## config.mk

```make
export PLATFORM = sky130hd
export DESIGN_NAME = mod_ring_tracker
export DESIGN_NICKNAME = d
export VERILOG_FILES = /design/src/rtl/mod_ring_tracker.sv
export SDC_FILE = /design/constraint.sdc
export NUM_CORES = 1
export LEC_CHECK = 0
export CAP_MARGIN = 20
export CORE_UTILIZATION = 40
export DETAILED_ROUTE_END_ITERATION = 12
export SLEW_MARGIN = 40
export SYNTH_ARGS = -nofsm -noshare
export SYNTH_HDL_FRONTEND = slang
export SYNTH_SLANG_ARGS = --single-unit
```

## constraint.sdc

```tcl
create_clock -name clk -period 6.2 [get_ports clk]
set_input_delay 0.93 -clock clk [delete_from_list [all_inputs] [get_ports clk]]
set_output_delay 0.93 -clock clk [all_outputs]
set_load 0.02 [all_outputs]
```

## src/rtl/mod_ring_tracker.sv

```systemverilog
// mod_ring_tracker: modulo-DEPTH ring manager for fetch-stage slot allocation.
// Each cycle it tracks a head (retire) pointer, a tail (allocate) pointer and
// an occupancy count, and accepts allocate and retire bursts of variable size.
//
// Handshake: an allocate fires on a clock edge where alloc_valid && alloc_ready.
// alloc_ready depends only on alloc_count and the registered occupancy, so the
// requester may look at alloc_ready before it decides to raise alloc_valid.
// A retire has no ready signal. It fires when retire_count <= occupancy;
// otherwise it is dropped and err_underflow is latched.
module mod_ring_tracker #(
  parameter int DEPTH      = 40,
  parameter int PTR_WIDTH  = 6,
  parameter int CNT_WIDTH  = 6,
  parameter int STEP_WIDTH = 3
) (
  input  logic                  clk,
  input  logic                  rst_n,
  input  logic                  flush,
  input  logic                  alloc_valid,
  input  logic [STEP_WIDTH-1:0] alloc_count,
  output logic                  alloc_ready,
  output logic [PTR_WIDTH-1:0]  alloc_base,
  input  logic                  retire_valid,
  input  logic [STEP_WIDTH-1:0] retire_count,
  output logic [PTR_WIDTH-1:0]  head_ptr,
  output logic [PTR_WIDTH-1:0]  tail_ptr,
  output logic [CNT_WIDTH-1:0]  occupancy,
  output logic                  full,
  output logic                  empty,
  output logic                  err_underflow
);

  localparam logic [PTR_WIDTH:0] DEPTH_P = (PTR_WIDTH+1)'(DEPTH);
  localparam logic [CNT_WIDTH:0] DEPTH_C = (CNT_WIDTH+1)'(DEPTH);

  logic [PTR_WIDTH-1:0] head_q, head_d;
  logic [PTR_WIDTH-1:0] tail_q, tail_d;
  logic [CNT_WIDTH-1:0] occ_q, occ_d;
  logic                 err_q, err_d;

  logic [CNT_WIDTH:0]   alloc_sum;
  logic                 retire_ok;
  logic                 alloc_fire;
  logic                 retire_fire;
  logic [CNT_WIDTH-1:0] alloc_amt;
  logic [CNT_WIDTH-1:0] retire_amt;

  // Pointer advance with a single conditional wrap. Because a step never
  // exceeds DEPTH, one subtraction always brings the sum back into range.
  function automatic logic [PTR_WIDTH-1:0] mod_add(
    input logic [PTR_WIDTH-1:0]  p,
    input logic [STEP_WIDTH-1:0] n
  );
    logic [PTR_WIDTH:0] s;
    s = {1'b0, p} + (PTR_WIDTH+1)'(n);
    if (s >= DEPTH_P) s = s - DEPTH_P;
    return s[PTR_WIDTH-1:0];
  endfunction

  // Acceptance decode from registered occupancy, plus next-state computation.
  always_comb begin
    alloc_sum   = {1'b0, occ_q} + (CNT_WIDTH+1)'(alloc_count);
    alloc_ready = (alloc_sum <= DEPTH_C);
    retire_ok   = (CNT_WIDTH'(retire_count) <= occ_q);
    alloc_fire  = alloc_valid && alloc_ready;
    retire_fire = retire_valid && retire_ok;
    alloc_amt   = alloc_fire  ? CNT_WIDTH'(alloc_count)  : '0;
    retire_amt  = retire_fire ? CNT_WIDTH'(retire_count) : '0;

    head_d = retire_fire ? mod_add(head_q, retire_count) : head_q;
    tail_d = alloc_fire  ? mod_add(tail_q, alloc_count)  : tail_q;
    // The add is done first, so the intermediate value never goes negative.
    occ_d  = occ_q + alloc_amt - retire_amt;
    err_d  = err_q || (retire_valid && !retire_ok);
  end

  // State registers. Flush takes priority over any same-cycle request.
  always_ff @(posedge clk or negedge rst_n) begin
    if (!rst_n) begin
      head_q <= '0;
      tail_q <= '0;
      occ_q  <= '0;
      err_q  <= 1'b0;
    end else if (flush) begin
      head_q <= '0;
      tail_q <= '0;
      occ_q  <= '0;
      err_q  <= 1'b0;
    end else begin
      head_q <= head_d;
      tail_q <= tail_d;
      occ_q  <= occ_d;
      err_q  <= err_d;
    end
  end

  // Status outputs are decoded from registers only.
  always_comb begin
    head_ptr      = head_q;
    tail_ptr      = tail_q;
    alloc_base    = tail_q;
    occupancy     = occ_q;
    full          = (occ_q == DEPTH_C[CNT_WIDTH-1:0]);
    empty         = (occ_q == '0);
    err_underflow = err_q;
  end

endmodule
```

==> key figures, run 1 <==
Synth
  • Ys flop type: dfrtp_1
  • Number of synthesized flops with an enable pin: 0
  • Ys async rst share: 100%
  • Synth cell types: 54
  • Yosys synthesis warning count: 0
  • FF+latch count, synth: 19
  • XOR/XNOR share of the synthesized area: 5.43%
  • Syn Std Cell Area: between 0.0015 and 0.002 mm2
  • Register area share after synthesis: 24.5%
  • Largest family of logic cells by synthesized area: adder cells
  • Mux share of post-synthesis cell area: 2.58%
  • Simple-gate share of the synthesized area: 19.5%
  • Syn avg cell area: 8.80 um2
  • Syn Nets: 261
  • Syn Inst Count: 220
  • Compound-Gate Fraction of Synth Area: between 15 and 20%
  • Synth Area in Adders: 21.7%

Timing
  • Setup Viol. Count Final: 0
  • Setup_tns: 0 ps
  • RSZ-0062 raised after global routing: false
  • Final number of max-transition violations: 0
  • Final Hold Violating Endpoints: 0
  • Worst Tran Pin Value: 792 ps
  • Post-Route Skew: ~2.9 ps
  • Max Clk Rate: 202 MHz
  • Rel. slew slack: 47.1%
  • Crit path time final: around 5000 ps
  • Period utilisation layout: around 80%

Worst setup path
  • Reg2Reg Depth: 16
  • End point of the critical path: occupancy[5]
  • Worst reg2reg setup slack: between 1500 and 2000 ps
  • CP Max Fanout: 11
  • CP startpoint kind: primary input
  • Setup crit end kind: flip-flop
  • R2R Path End: occupancy[5]
  • Required time worst endpoint: about 6300 ps
  • Worst EP arrival: 5070 ps
  • Worst Setup SP: alloc_count[0]
  • CP Class: in -> reg
  • Reg2Reg Launch Point: occupancy[0]

Placement
  • Gpl congestion: 0.846
  • Quantity of I/O buffers inserted on ports: 38
  • Dpl hpwl: 3.27 mm
  • Post-Place Cell Area: ~0.0023 mm2

Drt
  • Initial DRC count: 88
  • Post-Route WL: between 4 and 5 mm
  • Wire per inst: 14.0 um
  • Final ANT Viol Nets: 0
  • # DRC: 0
  • Via count: 1671
  • DR pass1 iterations: 4
  • DR vias/cell: 5.50

Clocking
  • Clock latency on the worst-skew pair: 260 ps
  • Clk slew on worst S/H paths: 80 ps
  • Root Driver: clkbuf_8
  • Number of gates resized after CTS: 0
  • CTS tree: yes
  • Hold_buf cts: 0
  • Clk sinks: 19
  • Number of post-CTS setup repair buffers: 0
  • Maximum buffer depth of the clock tree: 2
  • H-tree depth: 1
  • CTS Buf Count: 3

Global routing
  • Total grt overflow: 0
  • Total track usage: a little under a fifth
  • Largest net degree at the start of global routing: 21
  • Global-route wire length before repair: 7.41 mm
  • Vias in the first global route: 1576
  • Antenna violations before repair: 0

Pwr
  • PwrDens: 422 mW/mm2
  • Leakage: 1.08 nW
  • Max VDD drop: 172 uV

Finish
  • Design area: 0.00235 mm2
  • Ant. Diodes: 0
  • Area delta synth->final: 21.6%
  • Most common cell after layout, fill and taps aside: clkdlybuf4s50_1
  • Filler cell count: 417
  • Most frequent cells in the layout: clkdlybuf4s50_1 (37), ha_1 (24), nor2_1 (22), dfrtp_1 (19), nand2_1 (18)
  • Layout cell share with drive strength beyond 1: 2.78%
  • # nets final: 294

Floorplanning
  • DIE WIDTH: 71.6 um
  • Core Box Area: 0.00450 mm2
  • Die Ht: 71.6 um
  • Num ports: 39
  • Starting Density: approximately 43%
  • Rows: 24
  • Die area: just over 0.005 mm2

Outcome
  • Outcome: finished, final reports clean

Run
  • Max Cap Viol: 0

Hold path
  • Worst Hold Class: reg -> reg
==> power breakdown <==
part	internal [mW]	switching [mW]	total (mW)	leakage (nW)
Clock	0.0458	0.0444	0.0901	0.0228
Combinational	0.318	0.363	0.681	0.803
Sequential	0.160	0.0622	0.223	0.253
==> critical path, stage by stage <==
cell,delay [ps]
clkdlybuf4s50_1,450
ha_1,250
fa_1,430
a21oi_1,250
mux2i_1,220
a2bb2oi_1,230
o311a_1,500
nand2_1,150
fa_1,500
inv_1,60
ha_1,290
a21o_1,150
a21oi_1,210
o21bai_1,90
a21oi_1,170
xnor2_1,130
nor2_1,50
==> state kept, by name (all words and copies together), names as in the netlist <==
register	count
head_ptr	6
err_underflow	1
occupancy	6
alloc_base	6
==> stage by stage <==
step | utilization [%] | setup WS [ps] | hold slack, ps | total power [mW] | std cells
after floorplan | - | 1950 | 594 | 0.714 | 220
after global placement | 51.4 | 1050 | 501 | 0.908 | 300
after detailed placement | 51.3 | 981 | 498 | 0.907 | 300
after CTS | 52.3 | 1250 | 522 | 1.00 | 304
after global routing | 52.3 | 977 | 559 | 1.10 | 304
final | 52.3 | 1250 | 513 | 0.994 | 304
==> final cells by class <==
type,count,area (um2),area share (%)
clock buffer,4,45.0,1.91
inverter,17,63.8,2.71
multi-input combinational,174,1330,56.5
sequential,19,475,20.2
tap,52,65.1,2.76
timing repair buffer,38,375,15.9
==> metal layers <==
| metal | routed length (um) | part of all wire, % | track usage [%] |
|---|---|---|---|
| met5 | 0 | 0 | 0 |
| met4 | 21 | 0.49 | 3.27 |
| met3 | 116 | 2.7 | 2.95 |
| met2 | 1910 | 45 | 29.2 |
| met1 | 2220 | 52 | 26.0 |
==> how the worst min path moves through the flow <==
stage	cells past startpoint	to	startpoint
2_1_floorplan	2	err_underflow	err_underflow
3_3_place_gp	2	err_underflow	err_underflow
3_5_place_dp	2	err_underflow	err_underflow
4_1_cts	2	err_underflow	err_underflow
5_1_grt	2	err_underflow	err_underflow
6_report	2	err_underflow	err_underflow
==> synth_stat cells (2+ instances only) <==
cell type / instances / area (um2)
nor2b_1: 6 / 37.5
ha_1: 24 / 300
nand2_1: 18 / 67.6
nor4_1: 3 / 18.8
o22ai_1: 2 / 12.5
nor2_1: 22 / 82.6
a211oi_1: 2 / 15.0
o211a_1: 2 / 20.0
inv_1: 16 / 60.1
xnor2_1: 7 / 61.3
nand3_1: 4 / 20.0
and3_1: 3 / 18.8
nor3_1: 4 / 20.0
xor2_1: 5 / 43.8
a21oi_1: 12 / 60.1
a21o_1: 7 / 52.6
o21ai_0: 4 / 20.0
o21a_1: 3 / 22.5
a31oi_1: 3 / 18.8
buf_4: 6 / 45.0
fa_1: 6 / 120
nand2b_1: 4 / 25.0
dfrtp_1: 19 / 475
o211ai_1: 2 / 15.0
and4_1: 2 / 17.5
clkbuf_1: 2 / 7.51
mux2i_1: 5 / 50.1
==> cells by family (layout without fill, tap and decap cells) <==
family | count (synthesis) | in the layout
fa+ha+maj | 30 | 30
buf+inv | 27 | 59
flops | 19 | 19
simple gates | 75 | 75
xor+xnor | 12 | 12
compound gates | 52 | 52
mux | 5 | 5
(Power assumes the default switching activity.)
==> run 2, diff against run 1 <==
Settings changed: PLACE_DENSITY from default to 0.67.
Clock period 6.2 ns to 4.28 ns, I/O delays scaled along.
==> run 2 against run 1 <==
Compared with the run above:
- global-route usage is 0.41 points lower
- utilization increased by 2.1 points
- sequential share of layout area down 0.76 points
- design area grew 3.9%
- first-iteration DRC count fell by 52%
- non-clock buffer count rose by 10
- worst hold slack lost 180 ps
- largest power group unchanged
- via count grew 1.4%
- die area is the same
- critical path type unchanged
- critical path depth unchanged
- highest routed layer unchanged
- routed wire length is 0.42% higher
==> key figures, run 2 (same netlist as run 1, synthesis figures left out) <==
Outcome
  • Outcome: finished, final reports clean

Clocking
  • Clock latency on the worst-skew pair: 260 ps (about the same)
  • Root Driver: clkbuf_8
  • Number of gates resized after CTS: 0 (unchanged)
  • CTS tree: yes
  • H-tree depth: 1 (unchanged)
  • Hold_buf cts: 0 (unchanged)
  • Clk slew on worst S/H paths: 80 ps (about the same)
  • Maximum buffer depth of the clock tree: 2 (unchanged)
  • Number of post-CTS setup repair buffers: 0 (unchanged)
  • CTS Buf Count: 3 (unchanged)
  • Clk sinks: 19 (unchanged)

Drt
  • DR pass1 iterations: 4 (unchanged)
  • # DRC: 0 (unchanged)
  • Post-Route WL: 4.29 mm (+0.42%)
  • Wire per inst: 13.7 um (-2.8%)
  • Final ANT Viol Nets: 0 (unchanged)
  • Via count: 1694 (+1.4%)
  • Initial DRC count: 42 (-52%)
  • DR vias/cell: 5.39 (-1.9%)

Pwr
  • PwrDens: 622 mW/mm2 (+47%)
  • Leakage: 1.13 nW (+4.9%)
  • Power, Total: 1.52 mW (+53%)
  • Max VDD drop: 261 uV (+52%)

Finish
  • Area delta synth->final: 26.4%
  • Ant. Diodes: 0 (unchanged)
  • Most common cell after layout, fill and taps aside: clkdlybuf4s50_1
  • Layout Utilization: 54.3% (+2.1 points)
  • # nets final: 304 (+3.4%)
  • Layout cell share with drive strength beyond 1: 9.16% (+6.4 points)
  • Most frequent cells in the layout: clkdlybuf4s50_1 (36), ha_1 (24), nor2_1 (22), dfrtp_1 (19), nand2_1 (18)
  • Design area: 0.00245 mm2 (+3.9%)

Floorplanning
  • Die area: 0.00512 mm2 (unchanged)
  • DIE WIDTH: 71.6 um (unchanged)
  • Rows: 24 (unchanged)
  • Num ports: 39 (unchanged)
  • Starting Density: 43.0% (unchanged)
  • Core Box Area: 0.00450 mm2 (unchanged)
  • Die Ht: 71.6 um (unchanged)

Global routing
  • Largest net degree at the start of global routing: 21 (unchanged)
  • Total track usage: 17.7% (-0.41 points)
  • Antenna violations before repair: 0 (unchanged)
  • Global-route wire length before repair: 7.27 mm (-1.9%)
  • Vias in the first global route: 1526 (-3.2%)
  • Total grt overflow: 0 (unchanged)

Timing
  • Final number of max-transition violations: 0 (unchanged)
  • Worst Tran Pin Value: 480 ps (-312 ps)
  • Rel. slew slack: 67.8% (+21 points)
  • Post-Route Skew: 5.18 ps (+2.32 ps)
  • Max Clk Rate: around 250 MHz
  • Period utilisation layout: between 90 and 100%
  • Setup ws final: 245 ps (-1000 ps)
  • RSZ-0062 raised after global routing: false
  • Final Hold Violating Endpoints: 0 (unchanged)
  • Crit path time final: around 4000 ps
  • Setup Viol. Count Final: 0 (unchanged)
  • Worst Hold Margin: 331 ps (-182 ps)

Placement
  • Dpl hpwl: 3.31 mm (+1.2%)
  • Gpl congestion: 0.863 (+1.9%)
  • Post-Place Cell Area: 0.00238 mm2 (+3.3%)
  • Quantity of I/O buffers inserted on ports: 38 (unchanged)
  • Dpl ws: -223 ps (-1200 ps)

Worst setup path
  • Required time worst endpoint: 4410 ps (-1910 ps)
  • CP Class: in -> reg
  • CP Max Fanout: 3 (-8)
  • Reg2Reg Depth: 16 (unchanged)
  • Worst EP arrival: 4170 ps (-900 ps)
  • CP startpoint kind: primary input
  • Setup crit end kind: flip-flop

Run
  • Max Cap Viol: 0 (unchanged)

Hold path
  • Worst Hold Class: in -> async
## run 2: changes by cell type in the layout (fill, tap and decap cells not counted), sizes merged
cell           delta
clkdlybuf4s50     -1
buf              +11
clkinv            +1
clkbuf            -1
## run 2: through the flow
step,std cells,setup TNS [ps]
floorplan,220,0
detailed placement,310,-446
finish,314,0
global route,314,0
CTS,314,0
global placement,310,-201
## run 2: worst max-delay path, cell delays in order
cell	delay, ps
clkdlybuf4s50_1	430
ha_1	240
fa_2	380
a21oi_2	180
mux2i_1	250
a2bb2oi_2	190
o311a_1	210
nand2_1	90
fa_1	480
inv_1	70
ha_1	290
a21o_1	160
a21oi_2	140
o21bai_1	70
a21oi_1	170
xnor2_1	130
nor2_1	50
## run 2: path summary, 6_finish.rpt
| check | slack [ps] | from | endpoint |
|---|---|---|---|
| setup / recovery | 250 | alloc_count[0] | occupancy[5] |
| hold / removal | 330 | rst_n | head_ptr[2] |
| setup reg to reg | 670 | occupancy[0] | occupancy[5] |
| hold reg to reg | 500 | err_underflow | err_underflow |
| max in group asynchronous | 3620 | rst_n | head_ptr[0] |
| min in group clk | 500 | err_underflow | err_underflow |
## run 2: area by class of cell
cell class,instances,area [um2]
fillers,438,2060
multi-input cells,174,1350
flip-flops and latches,19,475
repair buffers,48,445
well taps,52,65.1
inverters,17,63.8
clock buffers,3,41.3
clock inverters,1,5.00
## run 2: routing by layer
metal  vias up  share of wire, %  track usage, %
li1        868                 -               -
met1       785                50            25.2
met2        34                46            29.1
met3         7               3.4            2.95
met4         0              0.86            2.61
met5         -                 0               0
## run 2: report_power, final
| group | internal (mW) | leakage (nW) | switching (mW) |
|---|---|---|---|
| sequential | 0.232 | 0.253 | 0.0821 |
| combinational | 0.523 | 0.853 | 0.555 |
| clock | 0.0648 | 0.0255 | 0.0645 |
| total | 0.820 | 1.13 | 0.701 |
